==> src/rtl/cursor_ctrl_if.sv <==
// Beam, control and overlay bundle between the pixel pipeline
// and the cursor controller.
interface cursor_ctrl_if #(
  parameter int POS_W = 16
);
  logic [1:0]       sw;
  logic             btn;
  logic             v_sync;
  logic [POS_W-1:0] sx;
  logic [POS_W-1:0] sy;
  logic             frame_tick;
  logic [POS_W-1:0] sprite_x;
  logic [POS_W-1:0] sprite_y;
  logic [3:0]       speed;
  logic             sprite_hit;
  logic [7:0]       sprite_red;
  logic [7:0]       sprite_green;
  logic [7:0]       sprite_blue;

  modport master (
    output sw, btn, v_sync, sx, sy,
    input  frame_tick, sprite_x, sprite_y, speed,
    input  sprite_hit, sprite_red, sprite_green, sprite_blue
  );

  modport slave (
    input  sw, btn, v_sync, sx, sy,
    output frame_tick, sprite_x, sprite_y, speed,
    output sprite_hit, sprite_red, sprite_green, sprite_blue
  );
endinterface

==> src/rtl/cursor_ctrl.sv <==
// Frame-stepped cursor with hold-to-accelerate speed, screen
// clamping and a registered overlay for the pixel mixer.
module cursor_ctrl #(
  parameter int          POS_W        = 16,
  parameter int          SCREEN_W     = 800,
  parameter int          SCREEN_H     = 600,
  parameter int          SPRITE_W     = 16,
  parameter int          SPRITE_H     = 16,
  parameter int          INIT_X       = 392,
  parameter int          INIT_Y       = 292,
  parameter int          MAX_SPEED    = 8,
  parameter int          ACCEL_FRAMES = 8,
  parameter int          SHAPE        = 0,
  parameter logic [23:0] COLOR        = 24'hFF0000
) (
  input logic        CLK,
  input logic        RESET,
  cursor_ctrl_if.slave bus
);

  localparam int HOLD_W =
    (ACCEL_FRAMES > 1) ? $clog2(ACCEL_FRAMES) : 1;

  localparam int X_LIM = SCREEN_W - SPRITE_W;
  localparam int Y_LIM = SCREEN_H - SPRITE_H;

  localparam logic [POS_W:0] X_MAX = X_LIM[POS_W:0];
  localparam logic [POS_W:0] Y_MAX = Y_LIM[POS_W:0];
  localparam logic [POS_W:0] SPR_W = SPRITE_W[POS_W:0];
  localparam logic [POS_W:0] SPR_H = SPRITE_H[POS_W:0];

  localparam int HW = SPRITE_W / 2;
  localparam int HH = SPRITE_H / 2;

  localparam logic [POS_W-1:0] HALF_W = HW[POS_W-1:0];
  localparam logic [POS_W-1:0] HALF_H = HH[POS_W-1:0];
  localparam logic [POS_W-1:0] X0 = INIT_X[POS_W-1:0];
  localparam logic [POS_W-1:0] Y0 = INIT_Y[POS_W-1:0];

  localparam logic [3:0] SPD_MAX = MAX_SPEED[3:0];
  localparam int         HOLD_L  = ACCEL_FRAMES - 1;
  localparam logic [HOLD_W-1:0] HOLD_TOP = HOLD_L[HOLD_W-1:0];

  localparam logic [1:0] LEFT  = 2'b00;
  localparam logic [1:0] RIGHT = 2'b01;
  localparam logic [1:0] UP    = 2'b10;
  localparam logic [1:0] DOWN  = 2'b11;

  typedef enum logic {
    IDLE,
    MOVE
  } state_t;

  logic       vs_q1, vs_q2, vs_q3;
  logic       btn_q1, btn_s;
  logic [1:0] sw_q1, sw_s;
  logic       tick_q;

  state_t state_q, state_d;

  logic [1:0]        dir_q, dir_d;
  logic [HOLD_W-1:0] hold_q, hold_d, hold_nx;
  logic [3:0]        speed_q, speed_d, step;
  logic              do_move;

  logic [POS_W-1:0] x_q, y_q, x_d, y_d;
  logic [POS_W:0]   xw, yw, stw;
  logic [POS_W:0]   x_dec, x_inc, y_dec, y_inc;
  logic [POS_W:0]   x_sum, y_sum;

  logic [POS_W:0]   sxw, syw, px, py;
  logic [POS_W-1:0] lx, ly;
  logic             in_x, in_y, on_cross, hit_d;

  logic       hit_q;
  logic [7:0] red_q, green_q, blue_q;

  // v_sync, btn and sw are all asynchronous to the pixel clock
  always_ff @(posedge CLK or posedge RESET) begin
    if (RESET) begin
      vs_q1  <= 1'b0;
      vs_q2  <= 1'b0;
      vs_q3  <= 1'b0;
      btn_q1 <= 1'b0;
      btn_s  <= 1'b0;
      sw_q1  <= 2'b00;
      sw_s   <= 2'b00;
      tick_q <= 1'b0;
    end else begin
      vs_q1  <= bus.v_sync;
      vs_q2  <= vs_q1;
      vs_q3  <= vs_q2;
      btn_q1 <= bus.btn;
      btn_s  <= btn_q1;
      sw_q1  <= bus.sw;
      sw_s   <= sw_q1;
      tick_q <= vs_q2 & ~vs_q3;
    end
  end

  always_ff @(posedge CLK or posedge RESET) begin
    if (RESET) begin
      state_q <= IDLE;
    end else if (tick_q) begin
      state_q <= state_d;
    end
  end

  always_comb begin
    state_d = state_q;
    unique case (state_q)
      IDLE:    state_d = btn_s ? MOVE : IDLE;
      MOVE:    state_d = btn_s ? MOVE : IDLE;
      default: state_d = IDLE;
    endcase
  end

  // The entry tick counts as the first held frame, so speed
  // steps up every ACCEL_FRAMES moves in one direction.
  always_comb begin
    dir_d   = dir_q;
    hold_d  = hold_q;
    speed_d = speed_q;
    step    = 4'd1;
    do_move = 1'b0;
    hold_nx = (hold_q == HOLD_TOP) ? '0 : hold_q + 1'b1;
    unique case (state_q)
      IDLE: begin
        speed_d = 4'd1;
        hold_d  = '0;
        if (btn_s) begin
          dir_d   = sw_s;
          do_move = 1'b1;
        end
      end
      MOVE: begin
        if (!btn_s) begin
          speed_d = 4'd1;
          hold_d  = '0;
        end else if (sw_s != dir_q) begin
          dir_d   = sw_s;
          speed_d = 4'd1;
          hold_d  = '0;
          do_move = 1'b1;
        end else begin
          step    = speed_q;
          do_move = 1'b1;
          hold_d  = hold_nx;
          if (hold_nx == HOLD_TOP) begin
            speed_d = (speed_q >= SPD_MAX) ?
                      SPD_MAX : speed_q + 4'd1;
          end
        end
      end
      default: begin
        speed_d = 4'd1;
        hold_d  = '0;
      end
    endcase
  end

  always_comb begin
    xw    = {1'b0, x_q};
    yw    = {1'b0, y_q};
    stw   = {{(POS_W-3){1'b0}}, step};
    x_sum = xw + stw;
    y_sum = yw + stw;
    x_dec = (xw >= stw) ? xw - stw : '0;
    y_dec = (yw >= stw) ? yw - stw : '0;
    x_inc = (x_sum > X_MAX) ? X_MAX : x_sum;
    y_inc = (y_sum > Y_MAX) ? Y_MAX : y_sum;
    x_d   = x_q;
    y_d   = y_q;
    if (do_move) begin
      unique case (1'b1)
        dir_d == LEFT:  x_d = x_dec[POS_W-1:0];
        dir_d == RIGHT: x_d = x_inc[POS_W-1:0];
        dir_d == UP:    y_d = y_dec[POS_W-1:0];
        dir_d == DOWN:  y_d = y_inc[POS_W-1:0];
        default:        x_d = x_q;
      endcase
    end
  end

  always_ff @(posedge CLK or posedge RESET) begin
    if (RESET) begin
      dir_q   <= LEFT;
      hold_q  <= '0;
      speed_q <= 4'd1;
      x_q     <= X0;
      y_q     <= Y0;
    end else if (tick_q) begin
      dir_q   <= dir_d;
      hold_q  <= hold_d;
      speed_q <= speed_d;
      x_q     <= x_d;
      y_q     <= y_d;
    end
  end

  always_comb begin
    sxw      = {1'b0, bus.sx};
    syw      = {1'b0, bus.sy};
    px       = {1'b0, x_q};
    py       = {1'b0, y_q};
    lx       = bus.sx - x_q;
    ly       = bus.sy - y_q;
    in_x     = (sxw >= px) && (sxw < px + SPR_W);
    in_y     = (syw >= py) && (syw < py + SPR_H);
    on_cross = (lx == HALF_W) || (ly == HALF_H);
    hit_d    = in_x && in_y && ((SHAPE == 0) || on_cross);
  end

  always_ff @(posedge CLK or posedge RESET) begin
    if (RESET) begin
      hit_q   <= 1'b0;
      red_q   <= 8'h00;
      green_q <= 8'h00;
      blue_q  <= 8'h00;
    end else begin
      hit_q   <= hit_d;
      red_q   <= hit_d ? COLOR[23:16] : 8'h00;
      green_q <= hit_d ? COLOR[15:8]  : 8'h00;
      blue_q  <= hit_d ? COLOR[7:0]   : 8'h00;
    end
  end

  assign bus.frame_tick   = tick_q;
  assign bus.sprite_x     = x_q;
  assign bus.sprite_y     = y_q;
  assign bus.speed        = speed_q;
  assign bus.sprite_hit   = hit_q;
  assign bus.sprite_red   = red_q;
  assign bus.sprite_green = green_q;
  assign bus.sprite_blue  = blue_q;

endmodule

==> src/flat_wrapper.sv <==
// flat-port wrapper written by rule: the top's interface ports become plain ports
module cursor_ctrl_flat 
#(
  parameter int          POS_W        = 16,
  parameter int          SCREEN_W     = 800,
  parameter int          SCREEN_H     = 600,
  parameter int          SPRITE_W     = 16,
  parameter int          SPRITE_H     = 16,
  parameter int          INIT_X       = 392,
  parameter int          INIT_Y       = 292,
  parameter int          MAX_SPEED    = 8,
  parameter int          ACCEL_FRAMES = 8,
  parameter int          SHAPE        = 0,
  parameter logic [23:0] COLOR        = 24'hFF0000
)
  (CLK, RESET, bus_sw, bus_btn, bus_v_sync, bus_sx, bus_sy, bus_frame_tick, bus_sprite_x, bus_sprite_y, bus_speed, bus_sprite_hit, bus_sprite_red, bus_sprite_green, bus_sprite_blue);
  cursor_ctrl_if #(.POS_W(POS_W)) bus_i ();
  input logic CLK;
  input logic RESET;
  input wire logic [$bits(bus_i.sw)-1:0] bus_sw;
  input wire logic [$bits(bus_i.btn)-1:0] bus_btn;
  input wire logic [$bits(bus_i.v_sync)-1:0] bus_v_sync;
  input wire logic [$bits(bus_i.sx)-1:0] bus_sx;
  input wire logic [$bits(bus_i.sy)-1:0] bus_sy;
  output wire logic [$bits(bus_i.frame_tick)-1:0] bus_frame_tick;
  output wire logic [$bits(bus_i.sprite_x)-1:0] bus_sprite_x;
  output wire logic [$bits(bus_i.sprite_y)-1:0] bus_sprite_y;
  output wire logic [$bits(bus_i.speed)-1:0] bus_speed;
  output wire logic [$bits(bus_i.sprite_hit)-1:0] bus_sprite_hit;
  output wire logic [$bits(bus_i.sprite_red)-1:0] bus_sprite_red;
  output wire logic [$bits(bus_i.sprite_green)-1:0] bus_sprite_green;
  output wire logic [$bits(bus_i.sprite_blue)-1:0] bus_sprite_blue;
  assign bus_i.sw = bus_sw;
  assign bus_i.btn = bus_btn;
  assign bus_i.v_sync = bus_v_sync;
  assign bus_i.sx = bus_sx;
  assign bus_i.sy = bus_sy;
  assign bus_frame_tick = bus_i.frame_tick;
  assign bus_sprite_x = bus_i.sprite_x;
  assign bus_sprite_y = bus_i.sprite_y;
  assign bus_speed = bus_i.speed;
  assign bus_sprite_hit = bus_i.sprite_hit;
  assign bus_sprite_red = bus_i.sprite_red;
  assign bus_sprite_green = bus_i.sprite_green;
  assign bus_sprite_blue = bus_i.sprite_blue;
  cursor_ctrl #(.POS_W(POS_W), .SCREEN_W(SCREEN_W), .SCREEN_H(SCREEN_H), .SPRITE_W(SPRITE_W), .SPRITE_H(SPRITE_H), .INIT_X(INIT_X), .INIT_Y(INIT_Y), .MAX_SPEED(MAX_SPEED), .ACCEL_FRAMES(ACCEL_FRAMES), .SHAPE(SHAPE), .COLOR(COLOR)) u_core (.CLK(CLK), .RESET(RESET), .bus(bus_i));
endmodule
==> config.mk <==
export PLATFORM = sky130hd
export DESIGN_NAME = cursor_ctrl_flat
export DESIGN_NICKNAME = d
export VERILOG_FILES = /design/src/rtl/cursor_ctrl_if.sv /design/src/rtl/cursor_ctrl.sv /design/src/flat_wrapper.sv
export SDC_FILE = /design/constraint.sdc
export NUM_CORES = 1
export LEC_CHECK = 0
export ABC_AREA = 1
export BUFFER_PORTS_ARGS = -buffer_cell sky130_fd_sc_hd__buf_4
export CAP_MARGIN = 20
export CORE_MARGIN = 1.5
export CORE_UTILIZATION = 35
export CTS_BUF_LIST = sky130_fd_sc_hd__clkbuf_8
export CTS_CLUSTER_SIZE = 24
export DETAILED_ROUTE_END_ITERATION = 8
export HOLD_SLACK_MARGIN = 0.12
export SYNTH_ARGS = -nofsm -noshare
export SYNTH_HDL_FRONTEND = slang
export SYNTH_SLANG_ARGS = --single-unit
==> constraint.sdc <==
create_clock -name CLK -period 6.9 [get_ports CLK]
set_input_delay 1.38 -clock CLK [delete_from_list [all_inputs] [get_ports CLK]]
set_output_delay 1.38 -clock CLK [all_outputs]
set_load 0.05 [all_outputs]
Word-level counts from Yosys, hierarchy flattened --
Cells that the tools add are included.
Cells by class: add/subtract/negate cells 8, $mul 0, divide/modulo/power cells 0, order comparisons 9, equality and inequality tests 7, shift-type cells 0, multiplexer cells 24, bitwise operators 3, reduce and logical (&&, ||, !) cells 9
Operator list (number):
- 2-to-1 mux 16 bit | 4
- one-hot mux 16 bit (2 select lines) | 2
- adder 16 x 4 -> 17 bit | 2
- adder 16 x 5 -> 17 bit, second input constant | 2
- > comparator 17 x 10 -> 1 bit, second input constant | 2
- less-than comparator 16 x 17 -> 1 bit | 2
- greater-or-equal comparator 16 bit | 2
- greater-or-equal comparator 16 x 4 -> 1 bit | 2
- subtractor 16 x 4 -> 16 bit | 2
- 2-to-1 mux 4 bit | 7
- 2-to-1 mux 3 bit | 3
- 2-to-1 mux 8 bit | 1
- one-hot mux 4 bit (2 select lines) | 1
- == test 3 bit, second input constant | 2
- 2-to-1 mux 2 bit | 3
- one-hot mux 3 bit (2 select lines) | 1
- AND reduction 3 bit | 2
- adder 4 x 1 -> 4 bit, second input constant | 1
- == test 2 bit, second input constant | 2
- greater-or-equal comparator 4 bit, second input constant | 1
- inequality test 4 bit, second input constant | 1
- one-hot mux 2 bit (2 select lines) | 1
- nonzero test 2 bit | 2
- adder 3 x 1 -> 3 bit, second input constant | 1
- other kinds (8) | 11
Storage, ports and cells: register bits after elaboration 61, latch bits 0, memory bits (writable) 0, bits in read-only memories 0, input bits 38, logic and storage cells 76, memories kept 0

Logic depth before layout (Yosys ltp) --
Gate-level depths: netlist (run 1).
depth after elaboration 8, mapped depth 24, depth with buffers taken out 24

Worst setup path after synthesis (run 1) --
No wires, ideal clock.
path kind reg-to-reg, start register u_core.dir_q[0], end register u_core.y_q[6], in the netlist u_core.bus.sprite_y[6], library setup time 0.116 ns, data arrival time 2.919 ns, data required time 6.784 ns, slack 3.865 ns, stages on the path, launching flop included 21, clock period less this slack 3.035 ns, cells stage by stage dfrtp_1 xnor2_1 o21ai_0 nor2_1 inv_1 nor2_1 inv_1 fa_1 inv_1 nand3_2 nand2_4 nand2_1 xor2_1 nor2_1 nand3_1 nor2_4 nand2_2 nand2_2 nand2_1 nand2_1 nand2_1
On the way: word-level cells in the longest chain between the ends 8, elaborated cells on any way between the ends 19, those cells by class add/sub (2); order compare (2); eq/ne (3); mux (10); reduce/logical (2)
RTL lines:
- start, declared | RTL line cursor_ctrl.sv:61 | logic [1:0] dir_q, dir_d;
- start signal, assigned | RTL line cursor_ctrl.sv:193 | dir_q <= dir_d;
- inequality test 2 bit | RTL line cursor_ctrl.sv:140 | end else if (sw_s != dir_q) begin
- 2-to-1 mux 4 bit | RTL line cursor_ctrl.sv:140
- 2-to-1 mux 4 bit | RTL line cursor_ctrl.sv:137 | if (!btn_s) begin
- 2-to-1 mux 4 bit | RTL line cursor_ctrl.sv:127 | unique case (state_q)
- adder 16 x 4 -> 17 bit | RTL line cursor_ctrl.sv:167 | y_sum = yw + stw;
- > comparator 17 x 10 -> 1 bit | RTL line cursor_ctrl.sv:171 | y_inc = (y_sum > Y_MAX) ? Y_MAX : y_sum;
- 2-to-1 mux 16 bit | RTL line cursor_ctrl.sv:171
- one-hot mux 16 bit (2 select lines) | RTL line cursor_ctrl.sv:175 | unique case (1'b1)
- end signal, assigned | RTL line cursor_ctrl.sv:197 | y_q <= y_d;
- end, declared | RTL line cursor_ctrl.sv:66 | logic [POS_W-1:0] x_q, y_q, x_d, y_d;
Several ways; a longest one is shown, not always the timed one. A chain may end at the register's enable or synchronous reset.

Final worst setup path (run 1) --
start register u_core.dir_q[0], end register u_core.y_q[9], in the netlist u_core.bus.sprite_y[9]
Same word-level chain as after synthesis.

==> results.txt, run 1 <==
Die ar.: 0.0191 mm²
clk sink count: 53
vias in the first global route: 5712
routing usage on met1: 24.9%
CP Data Arrival Time: 3840 ps
Final nets: 1105
clk buf depth: 2
sequential share of the synthesized area: 20.9%
reg-to-reg endpoint: u_core.bus.sprite_y[9]
Top FF cell, synth: dfrtp_1
cts repair resizes: 0
Post-CTS Setup Repair Bufs: 0
Post-synth EDFFs: 0
area grow syn2layout: 12.3%
io pins: 100
Synth Cell Area: 0.00638 mm²
worst slew pin tran: 713 ps
Final Critical Period: 3620 ps
met2 Use GR: 30.5%
final WL: 17500 µm
final setup skew: 23.1 ps
number of cells on the worst reg-to-reg path: 17
critical path startpoint: u_core.dir_q[0]
Static Leakage: 3.61 nW
post-route setup TNS: 0 ps
total core area: 0.0179 mm²
clk root buf: clkbuf_8
hold buffers post-CTS: 0
CP endpoint kind: register
initial antenna violation count: 0
layout cell share with drive strength beyond 1: 16.9%
CTS tree: done
Max Cap Viol: 0
register bit total from synthesis: 53
period utilisation layout: 52.4%
finished layout cell area: 0.00717 mm²
Cell Count, Final, Fillers Out: 1210
gr ovfl total: 0
final hold vios: 0
number of remaining DRC errors: 0
Yosys top cell by area: dfrtp_1
final core utilization: 40.0%
Slew Limit Fails: 0
GR Util All Layers: 18.2%
Clk pin slew, worst setup/hold paths: 120 ps
first-pass GRT wire length: 28800 µm
critical path class: reg2reg
unrepaired setup endpoints after global routing: false
Starting DRT DRC Count: 365
crit path to: u_core.bus.sprite_y[9]
final setup vio count: 0
Ys Warns: 0
Critical Path Source Type: register
Vias: 6097
Chip Width: 138 µm
ANT cells: 0
class of the worst hold path: reg2reg
Site Rows: 49
Mean Syn Cell Area: 6.96 µm²
Buffers on Ports: 83
CTS Buf Count: 5
reg2reg start: u_core.dir_q[0]
largest net degree at the start of global routing: 54
Post-DP Area: 0.00707 mm²
First-pass DRT Iterations: 5
critical path data required time: 7120 ps
met3 Resource Use GR: 3.08%
Synth top area share: 18.0%
hold depth: 0
starting density of the core: 35.7%
Max Fclk: 0.276 GHz
Peak VDD IR: 111 µV
GP Congestion: 0.862
most used routing layer: met2
H-tree Lvls: 2
Synth area leaders: dfrtp_1 18%, ha_1 16%, nand2_1 11%
Post-DP HPWL: 14100 µm
Clk Latency, worst-skew pair: 330 ps
vias per cell: 5.04
asr flop ratio synth: 100%
Wirelength per Cell: 14.4 µm
R2R Setup Slk: 3280 ps
P per Cell Area: 306 mW/mm²
Post-Synthesis Cells: 917
crit path max fanout: 8
Worst slew margin: 52.4%
Placed Cells: 1202
worst hold slack: 356 ps
Synth cell types: 47
status: complete, no violations
post-route ant nets: 0
Die Y: 138 µm
[report_power, final]
group / internal (mW) / switching (mW) / total [mW]
registers: 0.384 / 0.158 / 0.542
logic: 0.478 / 0.980 / 1.46
clock network: 0.0743 / 0.122 / 0.196
[placed cells by master (no fill, tap or decap), drive strengths merged, types with 5 or more instances in the layout]
master	count
nand3	76
nand2	205
nor3	21
dfstp	7
o21ai	41
a31oi	5
conb	16
buf	85
ha	83
a21oi	56
xor2	46
a22oi	7
clkbuf	5
dfrtp	46
o211ai	5
nand3b	5
inv	126
nand4	22
nor2	91
[critical path, stage by stage, from the launching register on]
cell and delay [ps]:
dfrtp_1 410, xnor2_1 150, o21ai_0 110, nor2_1 350
inv_1 170, nor2_1 230, inv_1 220, fa_1 470
nand3_1 80, nand3_1 110, a21boi_2 250, nand2_1 130
nor2_2 210, nand3_2 110, nand2_2 190, inv_2 110
a21oi_1 140, a21boi_1 90
[Yosys cell counts (all sizes together) (5+ instances only)]
master / count
dfrtp: 46
nand3b: 5
a21oi: 56
o211ai: 5
dfstp: 7
buf: 38
inv: 125
nor3: 21
xor2: 46
clkbuf: 6
nor2: 91
a31oi: 5
nand2: 205
a22oi: 7
nand4: 22
nand3: 76
o21ai: 41
ha: 83
[registers in the layout, summed over array words and instances (netlist names)]
register / count
u_core.btn_q1: 1
u_core.btn_s: 1
u_core.bus.frame_tick: 1
u_core.bus.speed: 4
u_core.bus.sprite_red: 1
u_core.bus.sprite_x: 16
u_core.bus.sprite_y: 16
u_core.dir_q: 2
u_core.hold_q: 3
u_core.state_q: 1
u_core.sw_q1: 2
u_core.sw_s: 2
u_core.vs_q1: 1
u_core.vs_q2: 1
u_core.vs_q3: 1
[cell type report]
class | instances | area, µm²
sequential | 53 | 1340
inverter | 129 | 484
clock inverter | 3 | 26.3
fill | 1922 | 10700
clock buffer | 5 | 68.8
timing repair buffer | 85 | 638
tap | 229 | 287
multi-input combinational | 706 | 4330
[metrics by stage]
stage | power [mW] | setup WS [ps]
6_report | 2.20 | 3280
5_1_grt | 2.41 | 2880
4_1_cts | 2.21 | 3320
3_5_place_dp | 2.00 | 3310
3_3_place_gp | 2.00 | 3390
2_1_floorplan | 1.63 | 3860
[cells by family (layout without fill, tap and decap cells)]
| group | count (synthesis) | count (layout) | synth area share, % |
|---|---|---|---|
| and+or+nand+nor | 427 | 427 | 30.9 |
| buffers and inverters | 173 | 222 | 12.1 |
| AOI/OAI and AO/OA | 127 | 127 | 11.8 |
| adders and majority gates | 87 | 87 | 17.5 |
| DFF | 53 | 53 | 20.9 |
| xor gates and xnor gates | 49 | 49 | 6.72 |
| other | 1 | 16 | 0.0587 |
[layer usage]
| layer | vias to the layer above | share of wire (%) |
|---|---|---|
| met5 | - | 0 |
| met1 | 2805 | 47 |
| li1 | 3098 | - |
| met3 | 12 | 5.5 |
| met4 | 0 | 1.1 |
| met2 | 182 | 46 |
[worst min-delay path by stage]
stage	from	end	slack, ps
after floorplan	u_core.btn_q1	u_core.btn_s	330
after global placement	u_core.vs_q1	u_core.vs_q2	330
after detailed placement	u_core.sw_q1[1]	u_core.sw_s[1]	340
after CTS	u_core.sw_q1[1]	u_core.sw_s[1]	360
after global routing	u_core.sw_q1[1]	u_core.sw_s[1]	370
final	u_core.sw_q1[1]	u_core.sw_s[1]	360
No activity file was read; power rests on OpenSTA's default activity.
==> inputs of run 2 (changes only) <==
==> constraint.sdc (replaced) <==
create_clock -name CLK -period 3.07 [get_ports CLK]
set_input_delay 0.614 -clock CLK [delete_from_list [all_inputs] [get_ports CLK]]
set_output_delay 0.614 -clock CLK [all_outputs]
set_load 0.05 [all_outputs]
==> run 2 against run 1 <==
Register-to-register slack got worse by 3100 ps; sequential power rose by 120%; routed wire length rose by 4.3%; sequential cell count did not move; hold slack improved by 1.7 ps; non-clock buffer count rose by 51; clock skew fell by 8.0 ps; sequential share of layout area fell by 1.5 points.
==> results.txt, run 2 (same netlist as run 1, synthesis figures left out) <==
status: complete, no violations
Worst slew margin: 38.1% (-14 points)
GR Util All Layers: 18.6% (+0.42 points)
CP Data Arrival Time: 3130 ps (-710 ps)
final core utilization: 43.5% (+3.5 points)
vias per cell: 4.91 (-2.6%)
largest net degree at the start of global routing: 42 (-22%)
period utilisation layout: 94.4% (+42 points)
R2R Setup Slk: 170 ps (-3110 ps)
GP Congestion: 0.901 (+4.5%)
post-route ant nets: 0 (unchanged)
Site Rows: 49 (unchanged)
Clk Latency, worst-skew pair: 330 ps (about the same)
most common cell after layout, fill and taps aside: nand2_1
clk buf depth: 2 (unchanged)
starting density of the core: 35.7% (unchanged)
Die ar.: 0.0191 mm² (unchanged)
critical path data required time: 3300 ps (-3820 ps)
Die Y: 138 µm (unchanged)
initial antenna violation count: 0 (unchanged)
crit path max fanout: 4 (-4)
CTS tree: done
Max Fclk: 0.345 GHz (+25%)
final setup skew: 15.1 ps (-8.02 ps)
P per Cell Area: 685 mW/mm² (+120%)
vias in the first global route: 5697 (-0.26%)
final setup vio count: 0 (unchanged)
Static Leakage: 3.90 nW (+8.2%)
total core area: 0.0179 mm² (unchanged)
layout cell share with drive strength beyond 1: 24.7% (+7.7 points)
first-pass GRT wire length: 29100 µm (+1.1%)
Post-DP HPWL: 14600 µm (+4.0%)
Starting DRT DRC Count: 362 (-0.82%)
crit path to: u_core.bus.sprite_x[0]
critical path startpoint: u_core.sw_s[1]
H-tree Lvls: 2 (unchanged)
Placed Cells: 1239 (+3.1%)
Peak VDD IR: 245 µV (+120%)
CP max stage delay: 430 ps (-40 ps)
CP Cell Sequence: nand2_1, inv_1, o21ai_2, nor2_2, nand2_2, buf_4, ha_1, inv_2, fa_2, nand3_1, nand2_2, a21boi_4, nand2_1, nor2_2, nand3_2, buf_4, o21ai_0, inv_1, nand3_2, o21ai_2
hold path startpoint: u_core.sw_q1[1]
Pwr Total: 5.34 mW (+140%)
Buffers on Ports: 83 (unchanged)
Wirelength per Cell: 14.4 µm (-0.12%)
First-pass DRT Iterations: 5 (unchanged)
Vias: 6199 (+1.7%)
io pins: 100 (unchanged)
gr ovfl total: 0 (unchanged)
Slew Limit Fails: 0 (unchanged)
final hold vios: 0 (unchanged)
Max Cap Viol: 0 (unchanged)
number of cells on the worst reg-to-reg path: 20 (+3)
class of the worst hold path: reg2reg
Post-DP Area: 0.00736 mm² (+4.1%)
critical path class: reg2reg
hold buffers post-CTS: 0 (unchanged)
number of remaining DRC errors: 0 (unchanged)
Critical Path Source Type: register
area grow syn2layout: 22.0%
Final Critical Period: 2900 ps (-720 ps)
Clk pin slew, worst setup/hold paths: 110 ps (about the same)
unrepaired setup endpoints after global routing: true
reg-to-reg endpoint: u_core.bus.sprite_x[0]
CP max stage cell: dfrtp_1
final WL: 18200 µm (+4.3%)
clk root buf: clkbuf_8
Final nets: 1158 (+4.8%)
finished layout cell area: 0.00779 mm² (+8.6%)
Chip Width: 138 µm (unchanged)
CTS Buf Count: 5 (unchanged)
reg2reg start: u_core.sw_s[1]
clk sink count: 53 (unchanged)
ANT cells: 0 (unchanged)
worst slew pin tran: 928 ps (+215 ps)
CP endpoint kind: register
worst hold slack: 358 ps (+1.68 ps)
commonest non-fill, non-tap cells in the layout: 184 x nand2_1, 135 x buf_4, 105 x inv_1
Cell Count, Final, Fillers Out: 1263 (+4.4%)
run 2: cell types whose count changed in the layout (fill, tap and decap cells not counted), moves of 4 or more:
cell | previous run | this run
inv_1 | 110 | 105
nor2_1 | 82 | 77
nand2_1 | 190 | 184
ha_4 | 0 | 6
nand2_2 | 14 | 18
buf_4 | 85 | 135
o21ai_0 | 37 | 33
ha_1 | 83 | 75
fa_1 | 4 | 0
fa_2 | 0 | 4
nand2_4 | 1 | 5
run 2: per-layer routing:
metal / track usage (%) / wire [µm] / share of wire (%) / vias up
met2: 31.0 / 8440 / 46 / 165
met1: 25.7 / 8520 / 47 / 2810
li1: - / - / - / 3200
met3: 2.67 / 876 / 4.8 / 24
met4: 4.16 / 356 / 2.0 / 0
met5: 0 / 0 / 0 / -
run 2: what timing repair did:
action,CTS,global route
gates cloned,0,2
pin swaps,3,21
setup buffers,1,13
setup endpoints to repair,22,32
gates resized for setup,3,51
run 2: worst max-delay path, delay by kind of cell (launching register included):
| family | cells | cell delay, ps |
|---|---|---|
| and+or+nand+nor | 9 | 920 |
| buffers and inverters | 5 | 460 |
| AOI/OAI and AO/OA | 4 | 510 |
| adders and majority gates | 2 | 510 |
| DFF | 1 | 430 |
run 2: power breakdown:
group,internal [mW],switching (mW),leakage [nW]
clock network,0.167,0.272,0.0423
registers,0.864,0.318,0.648
logic,1.34,2.37,3.21
total,2.37,2.96,3.90
run 2: through the flow:
step / setup slack, ps / setup TNS [ps]
finish: 173 / 0
global route: -52.0 / -373
CTS: 9.09 / 0
detailed placement: -88.7 / -875
global placement: -25.1 / -51.9
floorplan: 34.9 / 0
run 2: how the worst min path moves through the flow:
stage	slack, ps	cells past startpoint	end
after floorplan	330	0	u_core.btn_s
after global placement	340	0	u_core.vs_q2
after detailed placement	340	0	u_core.sw_s[1]
after CTS	360	1	u_core.vs_q1
after global routing	350	1	u_core.vs_q1
final	360	0	u_core.sw_s[1]
run 2: layout make-up:
type | count | area (µm²)
Timing Repair Buffer | 136 | 1030
Inverter | 129 | 489
Clock inverter | 3 | 26.3
Tap cell | 229 | 287
Sequential cell | 53 | 1340
Clock buffer | 5 | 68.8
Multi-Input combinational cell | 708 | 4550
Fill cell | 1868 | 10100
==> inputs of run 3 (changes only) <==
--- a/config.mk
+++ b/config.mk
@@ -5,7 +5,7 @@
 export SDC_FILE = /design/constraint.sdc
 export NUM_CORES = 1
 export LEC_CHECK = 0
-export ABC_AREA = 1
+export ABC_AREA = 0
 export BUFFER_PORTS_ARGS = -buffer_cell sky130_fd_sc_hd__buf_4
 export CAP_MARGIN = 20
 export CORE_MARGIN = 1.5
==> run 3 against run 2 <==
The run now ends with negative setup slack left; sequential power barely moved; count of clock-buffer cells in the layout stayed put; combinational power grew 38%; first-iteration DRC count is 46% higher; sequential cell count unchanged; setup slack worse by 460 ps; synthesized area down 6.8%; non-clock buffer count increased by 104; largest cell class unchanged.
==> results.txt, run 3 <==
Final Critical Period: 3350 ps (+456 ps)
Site Rows: 47 (-4.1%)
Yosys top cell by area: dfrtp_1
Critical path buffers and inverters: 2 (-3)
Buffers on Ports: 83 (unchanged)
hold path startpoint: u_core.btn_q1
register bit total from synthesis: 53 (unchanged)
unrepaired setup endpoints after global routing: true
clock power share: 6.9% (-1.3 points)
post-route ant nets: 0 (unchanged)
final setup vio count: 23 (+23)
CP Data Arrival Time: 3620 ps (+490 ps)
Die Y: 133 µm (-3.4%)
final setup skew: 16.5 ps (+1.34 ps)
Synth cell types: 72 (+53%)
worst slew pin tran: 728 ps (-200 ps)
CP max stage delay: 460 ps (+30 ps)
hold depth: 0 (unchanged)
violated checks: negative setup slack
Critical Path Source Type: register
sequential share of power: 17.5% (-4.6 points)
Chip Width: 133 µm (-3.4%)
First-pass DRT Iterations: 5 (unchanged)
total core area: 0.0166 mm² (-7.4%)
Slew Limit Fails: 0 (unchanged)
GR Util All Layers: 20.1% (+1.4 points)
worst hold slack: 359 ps (+1.08 ps)
ANT cells: 0 (unchanged)
Pwr Total: 6.77 mW (+27%)
Synth top area share: 19.4% (+1.3 points)
clk root buf: clkbuf_8
Gate power share: 75.6% (+6.0 points)
Max Cap Viol: 0 (unchanged)
status: complete, but fails checks
critical path class: reg2reg
hold buffers post-CTS: 0 (unchanged)
Vias: 6186 (-0.21%)
Post-synth EDFFs: 0 (unchanged)
sequential share of the synthesized area: 22.4% (+1.5 points)
vias in the first global route: 5775 (+1.4%)
Multi-input gate area: 0.00485 mm² (+6.5%)
Top FF cell, synth: dfrtp_1
Wirelength per Cell: 16.0 µm (+11%)
register area: 0.00134 mm² (unchanged)
final setup margin: -283 ps (-456 ps)
Clk pin slew, worst setup/hold paths: 110 ps (about the same)
R2R Setup Slk: -280 ps (-460 ps)
final hold vios: 0 (unchanged)
critical path data required time: 3340 ps (+40 ps)
cell with the most instances after synthesis: ha_1
starting density of the core: 35.9% (+0.20 points)
H-tree Lvls: 2 (unchanged)
Starting DRT DRC Count: 529 (+46%)
final core utilization: 52.4% (+8.9 points)
GP Congestion: 0.874 (-3.0%)
initial antenna violation count: 0 (unchanged)
clk sink count: 53 (unchanged)
CP endpoint kind: register
Post-Synthesis Cells: 732 (-20%)
Clk Latency, worst-skew pair: 340 ps (about the same)
Ys Warns: 0 (unchanged)
most common cell after layout, fill and taps aside: buf_4
Largest delay share family, worst path: simple AND/OR/NAND/NOR gates
CTS tree: done
CP max stage cell: or4_4
Sw Ratio: 51.9% (-3.6 points)
period utilisation layout: 109% (+15 points)
Static Leakage: 3.96 nW (+1.6%)
CTS Buf Count: 5 (unchanged)
fill count: 1591 (-15%)
reg-to-reg endpoint: u_core.bus.sprite_y[1]
Die ar.: 0.0178 mm² (-6.7%)
NetSw: 3.52 mW (+19%)
number of cells on the worst reg-to-reg path: 14 (-30%)
area grow syn2layout: 46.0%
Post-DP HPWL: 14100 µm (-4.1%)
Commonest cells post-synth: 83 x ha_1, 64 x inv_1, 56 x o21ai_0
layout cell share with drive strength beyond 1: 38.9% (+14 points)
number of remaining DRC errors: 0 (unchanged)
CP Cell Sequence: xnor2_2, and4_1, buf_6, nand2_4, ha_4, nor3b_4, o31a_1, buf_4, o21a_4, nor4_2, a211oi_2, or4_4, o21a_1, a21oi_2
P per Cell Area: 780 mW/mm² (+14%)
asr flop ratio synth: 100% (unchanged)
Peak VDD IR: 555 µV (+130%)
Synth Cell Area: 0.00595 mm² (-6.8%)
Max Fclk: 0.298 GHz (-14%)
clk buf depth: 2 (unchanged)
Final nets: 1063 (-8.2%)
reg2reg start: u_core.dir_q[0]
crit path max fanout: 5 (+1)
vias per cell: 5.34 (+8.7%)
class of the worst hold path: reg2reg
Synth area leaders: dfrtp_1 19%, ha_1 17%, o21ai_0 4.7%
post-route setup TNS: -3750 ps (-3750 ps)
gr ovfl total: 0 (unchanged)
largest net degree at the start of global routing: 54 (+29%)
Hold EP: u_core.btn_s
final WL: 18600 µm (+2.2%)
io pins: 100 (unchanged)
Worst slew margin: 51.5% (+13 points)
Internal: 3.26 mW (+37%)
first-pass GRT wire length: 29100 µm (+0.14%)
Mean Syn Cell Area: 8.12 µm² (+17%)
commonest non-fill, non-tap cells in the layout: 217 x buf_4, 72 x ha_1, 58 x inv_1
==> run 3: cell families (layout without fill, tap and decap cells) <==
logic type                 count (synthesis)  in the layout  synth area share [%]
buffers and inverters                    120            312                  9.51
xor gates and xnor gates                  34             34                  5.01
muxes                                      4              4                 0.694
and+or+nand+nor                          222            222                  20.7
AOI/OAI and AO/OA                        211            211                  22.7
other                                      1             16                0.0631
DFF                                       53             53                  22.4
adders and majority gates                 87             87                  18.8
==> run 3: power groups by stage <==
stage / registers (mW) / logic [mW] / clock network (mW)
2_1_floorplan: 1.68 / 2.38 / 0
5_1_grt: 1.22 / 5.52 / 0.497
4_1_cts: 1.18 / 4.67 / 0.473
6_report: 1.19 / 5.12 / 0.466
3_5_place_dp: 1.18 / 4.39 / 0
3_3_place_gp: 1.19 / 4.37 / 0
==> run 3: repair_timing <==
item / 4_1_cts / 5_1_grt
pin swaps: 33 / 31
setup buffers: 15 / 16
resized for setup: 52 / 100
setup endpoints to repair: 28 / 33
==> run 3: layout make-up <==
class | instances | share of cell area (%)
multi-input cells | 574 | 55.8
repair buffers | 240 | 21.7
flip-flops and latches | 53 | 15.4
well taps | 220 | 3.17
inverters | 64 | 2.79
clock buffers | 5 | 0.792
clock inverters | 3 | 0.331
==> run 3: per-layer routing <==
| layer | vias to the layer above | share of wire, % | global-route usage [%] | wire length, µm |
|---|---|---|---|---|
| met4 | 0 | 1.9 | 4.89 | 355 |
| li1 | 3020 | - | - | - |
| met5 | - | 0 | 0 | 0 |
| met1 | 2949 | 44 | 27.2 | 8140 |
| met3 | 30 | 4.8 | 1.90 | 886 |
| met2 | 187 | 50 | 34.3 | 9210 |
==> run 3: how the worst max path moves through the flow <==
stage / startpoint / endpoint / slack (ps) / cells after the start
5_1_grt: u_core.dir_q[0] / u_core.bus.sprite_y[1] / -420 / 15
3_3_place_gp: u_core.dir_q[0] / u_core.bus.sprite_y[3] / -300 / 14
6_report: u_core.dir_q[0] / u_core.bus.sprite_y[1] / -280 / 14
3_5_place_dp: u_core.dir_q[0] / u_core.bus.sprite_y[1] / -290 / 15
4_1_cts: u_core.dir_q[0] / u_core.bus.sprite_y[1] / -210 / 14
2_1_floorplan: u_core.sw_s[1] / u_core.bus.sprite_y[1] / -220 / 16
==> run 3: through the flow <==
| step | instances | worst slack [ps] | instance area [µm²] |
|---|---|---|---|
| after floorplan | 747 | -219 | 6220 |
| after global placement | 1122 | -300 | 7730 |
| after detailed placement | 1122 | -294 | 7730 |
| after CTS | 1145 | -211 | 8140 |
| after global routing | 1159 | -419 | 8680 |
| final | 1159 | -283 | 8680 |
